<file path="config.mk">
export PLATFORM = sky130hd
export DESIGN_NAME = fade_sequencer
export DESIGN_NICKNAME = d
export VERILOG_FILES = /design/src/rtl/fade_pkg.sv /design/src/rtl/fade_pwm.sv /design/src/rtl/fade_sequencer.sv
export SDC_FILE = /design/constraint.sdc
export NUM_CORES = 1
export LEC_CHECK = 0
export ABC_AREA = 1
export BUFFER_PORTS_ARGS = -buffer_cell sky130_fd_sc_hd__buf_2
export CAP_MARGIN = 30
export CORE_UTILIZATION = 62
export DETAILED_ROUTE_END_ITERATION = 16
export HOLD_SLACK_MARGIN = 0.15
export PLACE_DENSITY = 0.91
export SLEW_MARGIN = 5
export SYNTH_ARGS = -nofsm -noshare
export SYNTH_HDL_FRONTEND = slang
export SYNTH_SLANG_ARGS = --single-unit
</file>
<file path="constraint.sdc">
create_clock -name i_clk -period 2.91 [get_ports i_clk]
set_input_delay 0 -clock i_clk [delete_from_list [all_inputs] [get_ports i_clk]]
set_output_delay 0 -clock i_clk [all_outputs]
set_load 0.05 [all_outputs]
</file>
<file path="src/rtl/fade_pkg.sv">
// fade_pkg: shared widths, FSM state encoding and the step-table entry type
// for the fade_sequencer block.
package fade_pkg;

    localparam int unsigned LEVEL_W    = 10;
    localparam int unsigned SPEED_W    = 11;
    // Hold field is stored at a fixed width; narrower HOLD_W values are zero-extended.
    localparam int unsigned HOLD_MAX_W = 32;

    typedef enum logic [1:0] {
        IDLE = 2'd0,
        RAMP = 2'd1,
        HOLD = 2'd2,
        NEXT = 2'd3
    } state_t;

    typedef struct packed {
        logic [LEVEL_W-1:0]    target;
        logic [SPEED_W-1:0]    speed;
        logic [HOLD_MAX_W-1:0] hold;
    } step_t;

    function automatic step_t pack_step(
        input logic [LEVEL_W-1:0]    target,
        input logic [SPEED_W-1:0]    speed,
        input logic [HOLD_MAX_W-1:0] hold
    );
        step_t s;
        s.target = target;
        s.speed  = speed;
        s.hold   = hold;
        return s;
    endfunction

endpackage

</file>
<file path="src/rtl/fade_pwm.sv">
// fade_pwm: free-running 10-bit PWM counter with a registered level compare.
// o_led is high for i_level out of every 1024 cycles and lags i_level by one cycle.
module fade_pwm import fade_pkg::*; (
    input  logic               i_clk,
    input  logic               i_rst_n,
    input  logic [LEVEL_W-1:0] i_level,
    output logic               o_led
);

    logic [LEVEL_W-1:0] r_cnt;
    logic               r_led;

    // Advance the PWM counter and register the compare against the level.
    always_ff @(posedge i_clk or negedge i_rst_n) begin
        if (!i_rst_n) begin
            r_cnt <= '0;
            r_led <= 1'b0;
        end else begin
            r_cnt <= r_cnt + LEVEL_W'(1);
            r_led <= (r_cnt < i_level);
        end
    end

    assign o_led = r_led;

endmodule

</file>
<file path="src/rtl/fade_sequencer.sv">
// fade_sequencer: steps one LED channel through a programmable table of
// {target, speed, hold} entries, ramping a 10-bit level and driving PWM.
// Optional build macro FADE_SEQ_LOOP_EN: after the last step the sequence
// wraps to entry 0 instead of returning to IDLE (o_done still pulses per pass).
// HOLD_W must not exceed 32.
module fade_sequencer import fade_pkg::*; #(
    parameter int unsigned DEPTH  = 8,
    parameter int unsigned HOLD_W = 16
) (
    input  logic                     i_clk,
    input  logic                     i_rst_n,
    input  logic                     i_wr_en,
    input  logic [$clog2(DEPTH)-1:0] i_wr_addr,
    input  logic [LEVEL_W-1:0]       i_wr_target,
    input  logic [SPEED_W-1:0]       i_wr_speed,
    input  logic [HOLD_W-1:0]        i_wr_hold,
    input  logic [$clog2(DEPTH)-1:0] i_last_idx,
    input  logic                     i_start,
    input  logic                     i_stop,
    output logic                     o_busy,
    output logic                     o_done,
    output logic [LEVEL_W-1:0]       o_level,
    output logic                     o_led
);

    localparam int unsigned AW = $clog2(DEPTH);

`ifdef FADE_SEQ_LOOP_EN
    localparam bit LOOP_EN = 1'b1;
`else
    localparam bit LOOP_EN = 1'b0;
`endif

    step_t              r_table [DEPTH];
    state_t             r_state;
    logic [AW-1:0]      r_idx;
    step_t              r_step;
    logic [LEVEL_W-1:0] r_level;
    logic [SPEED_W-1:0] r_tick;
    logic [HOLD_W-1:0]  r_hold_cnt;
    logic               r_busy;
    logic               r_done;
    logic               r_last;

    logic               w_at_target;
    logic               w_tick_hit;
    logic               w_hold_end;
    logic [AW-1:0]      w_next_idx;

    // Step table: written from the control side at any time, never reset.
    always_ff @(posedge i_clk) begin
        if (i_wr_en) begin
            r_table[i_wr_addr] <= pack_step(i_wr_target, i_wr_speed, HOLD_MAX_W'(i_wr_hold));
        end
    end

    // Compare terms for the FSM and the index of the entry to load from NEXT.
    always_comb begin
        w_at_target = (r_level == r_step.target);
        w_tick_hit  = (r_tick == r_step.speed);
        w_hold_end  = (HOLD_MAX_W'(r_hold_cnt) == r_step.hold);
        // Wrapping to 0 only matters in loop builds; otherwise NEXT exits to IDLE first.
        w_next_idx  = r_last ? '0 : r_idx + AW'(1);
    end

    // Sequencer FSM with registered busy/done and level ramp.
    always_ff @(posedge i_clk or negedge i_rst_n) begin
        if (!i_rst_n) begin
            r_state    <= IDLE;
            r_idx      <= '0;
            r_step     <= '0;
            r_level    <= '0;
            r_tick     <= '0;
            r_hold_cnt <= '0;
            r_busy     <= 1'b0;
            r_done     <= 1'b0;
            r_last     <= 1'b0;
        end else begin
            r_done <= 1'b0;
            if (i_stop) begin
                r_state    <= IDLE;
                r_busy     <= 1'b0;
                r_tick     <= '0;
                r_hold_cnt <= '0;
            end else begin
                case (r_state)
                    IDLE: begin
                        if (i_start) begin
                            r_idx   <= '0;
                            r_step  <= r_table[0];
                            r_tick  <= '0;
                            r_busy  <= 1'b1;
                            r_state <= RAMP;
                        end
                    end
                    RAMP: begin
                        if (w_at_target) begin
                            r_hold_cnt <= '0;
                            r_state    <= HOLD;
                        end else if (w_tick_hit) begin
                            r_tick  <= '0;
                            r_level <= (r_level < r_step.target) ? r_level + LEVEL_W'(1)
                                                                 : r_level - LEVEL_W'(1);
                        end else begin
                            r_tick <= r_tick + SPEED_W'(1);
                        end
                    end
                    HOLD: begin
                        if (w_hold_end) begin
                            // Last-step decision is taken here so o_done is visible during NEXT.
                            r_last  <= (r_idx == i_last_idx);
                            r_done  <= (r_idx == i_last_idx);
                            r_state <= NEXT;
                        end else begin
                            r_hold_cnt <= r_hold_cnt + HOLD_W'(1);
                        end
                    end
                    NEXT: begin
                        if (r_last && !LOOP_EN) begin
                            r_busy  <= 1'b0;
                            r_state <= IDLE;
                        end else begin
                            r_idx   <= w_next_idx;
                            r_step  <= r_table[w_next_idx];
                            r_tick  <= '0;
                            r_state <= RAMP;
                        end
                    end
                    default: begin
                        r_busy  <= 1'b0;
                        r_state <= IDLE;
                    end
                endcase
            end
        end
    end

    fade_pwm u_pwm (
        .i_clk   (i_clk),
        .i_rst_n (i_rst_n),
        .i_level (r_level),
        .o_led   (o_led)
    );

    assign o_busy  = r_busy;
    assign o_done  = r_done;
    assign o_level = r_level;

endmodule
</file>
==> reports/qor.yml <==
max_freq_mhz: 370
initial_core_util_pct: 63.7
clock_sinks: 389
p_per_area_nw_per_um2: 809
synth_area_sq_um: 17300
setup_viol: 0
synth-edff-count: 296
n_antenna_cell: 0
fin_ws_ns: 0.210
drt.antenna.violating_nets: 0
reg2reg_to: "o_level[9]"
cp_data_required_time_ns: 3.34
fin_area_sq_um: 20000
reg2regPathDepth: 18
die_h_um: 169
avgRoutedWirePerCell_um: 20.6
grt_overflow: 0
critPathKind: "reg -> reg"
globalplace.congestion: 0.890
layout_commonest_cell: "edfxtp_1"
comb_power_share_pct: 26.8
yosysTopAreaCell: "edfxtp_1"
synth_seq_cells: 389
whs_path_depth: 3
period_share_pct: 92.8
switching_share_pct: 33.0
status: "finished, final reports clean"
drtPass1Iterations: 6
ys_async_sr_fraction_pct: 23.9
yosys.area.top_type_share_pct: 51.3
fin_crit_ns: 2.70
p_int_mw: 10.9
drive_gt1_share_pct: 11.5
cts-htree-levels: 2
globalRouteTotalUtil_pct: 31.4
seq_power_share_pct: 41.6
io_buffer_count: 60
placed_area_sq_um: 18200
route.detailed.drc: 0
synth_ff_type: "edfxtp_1"
rows: 60
grt_pass1_wl_mm: 68.8
dp_hpwl_mm: 25.3
cts_buffers: 40
clockRootBuffer: "clkbuf_16"
rrSetupSlack_ns: 0.21
syn-instance-count: 1620
dp_slack_ns: 0.104
post_cts_buffers: 0
leakage_nw: 7.63
chipWidth_um: 169
r2r-start: "o_level[7]"
synth_area_leaders: "edfxtp_1, dfrtp_1, nand2_1"
wl_mm: 44.1
tightestPinTransition_ns: 0.749
cap_violations: 0
cts_max_path_buffers: 3
drt_iter0_drc: 1801
viasPerCell: 6.23
yosys_warnings: 0
min_from: "i_wr_addr[0]"
final_cell_mix: "edfxtp_1, nand2_1, nor2_1, inv_1, nand3_1"
vias: 13295
p_clk_share_pct: 31.7
die-area_sq_um: 28600
clkLatencyLatePin_ns: 0.54
grt_max_degree: 79
antenna_found_initial: 0
syn_to_final_growth_pct: 15.6
cts_tree: "done"
nets: 1818
ys_seq_area_share_pct: 64.8
critPathArrivalTime_ns: 3.13
fin_tns_setup_ns: 0
ys_types: 43
holdPathEnd: "r_table[5][0]"
p_switching_mw: 5.34
worstHoldPathType: "in -> reg"
maxSlewHeadroom_pct: 50.0
clk_pin_slew_worst_paths_ns: 0.06
synth_area_per_cell_sq_um: 10.7
grt_pass1_vias: 13254
start_kind: "register"
core-area_sq_um: 27200
crit_path_end_kind: "register"
crit_fanout: 6
syn-num-nets: 1705
rsz0062_at_grt: "false"
finalHoldViolations: 0
peakVddDrop_v: 0.000558
finalClockSkew_ns: 0.0155
ioPinCount: 61
slew_viol_final: 0
## routing by layer
layer,wire length [um],global-route usage [%],part of all wire [%]
met5,0,0,0
met4,2050,17.8,4.7
met3,5090,5.29,12
met2,21300,51.2,48
met1,15700,40.4,36
## worst max-delay path, stage by stage, from the launching register on
cell and delay, ns:
dfrtp_1 0.44, ha_1 0.34, nand2_1 0.12, nor2_4 0.05
nand2_1 0.08, nor2_1 0.05, inv_1 0.06, nand3_2 0.14
buf_4 0.20, ha_1 0.35, nand2_1 0.10, nor2_1 0.13
nand3_1 0.12, inv_1 0.07, nor2_1 0.04, nand2_1 0.08
nand3_1 0.08, nand2_1 0.09, nand2_1 0.05
## timing repair
item                                   CTS  global route
setup endpoints to repair                0             6
hold buffers                            48             0
gates resized for setup                  0             8
endpoints found under the hold margin  481             0
## cell type report
cell class / instances / area, sq um
timing repair buffer: 147 / 1220
sequential: 389 / 11200
clock buffer: 48 / 1040
fill: 1619 / 7160
inverter: 127 / 477
clock inverter: 24 / 267
multi-input combinational: 1028 / 5340
tap: 372 / 465
## cell families (layout without fill, tap and decap cells)
kind of cell	after synthesis	in the layout	synth area share, %
simple gates	639	639	15.5
flops	389	389	64.8
compound gates	307	307	9.59
buf+inv	203	346	5.12
xor+xnor	45	45	2.28
fa+ha+maj	37	37	2.72
## through the flow
step,instances,hold WS [ns],total power [mW],utilization (%)
floorplan,1620,-0.296,9.67,-
global placement,2015,0.112,10.6,66.9
detailed placement,2015,0.119,10.9,66.9
CTS,2135,0.185,16.0,73.5
global route,2135,0.224,16.9,73.7
finish,2135,0.176,16.2,73.7
## power by group through the flow
stage	clock [mW]	sequential, mW	combinational [mW]
3_5_place_dp	0	6.82	4.05
2_1_floorplan	0	6.78	2.90
4_1_cts	5.13	6.72	4.19
3_3_place_gp	0	6.80	3.85
6_report	5.13	6.73	4.34
5_1_grt	5.37	6.76	4.73
## cells in the mapped netlist, drive strengths merged (2+ instances only)
cell / count
or2: 2
a22oi: 2
o21ai: 163
nand3b: 5
o21bai: 2
dfrtp: 93
nand2: 297
o21a: 2
nand4: 19
o31ai: 2
nor4: 2
and3: 2
inv: 127
o22ai: 71
ha: 36
nor2: 185
nand3: 117
xor2: 34
buf: 45
nor3: 8
clkbuf: 31
a21oi: 60
xnor2: 11
edfxtp: 296
## how the worst max path moves through the flow
stage                          start          to  slack, ns
after floorplan           o_level[9]  o_level[6]       0.07
after CTS                 o_level[7]  o_level[9]       0.09
after detailed placement  o_level[7]  o_level[9]       0.10
final                     o_level[7]  o_level[9]       0.21
after global routing      o_level[9]  o_level[9]      0.006
after global placement    o_level[9]  o_level[9]       0.15
## state kept, by name (all words and copies together) (netlist names)
signal       count
r_last           1
r_idx            3
r_hold_cnt      16
r_state          2
o_level         10
r_table        296
r_step          37
o_busy           1
o_done           1
r_tick          11
u_pwm.r_cnt     10
u_pwm.o_led      1
(Power assumes the default switching activity.)
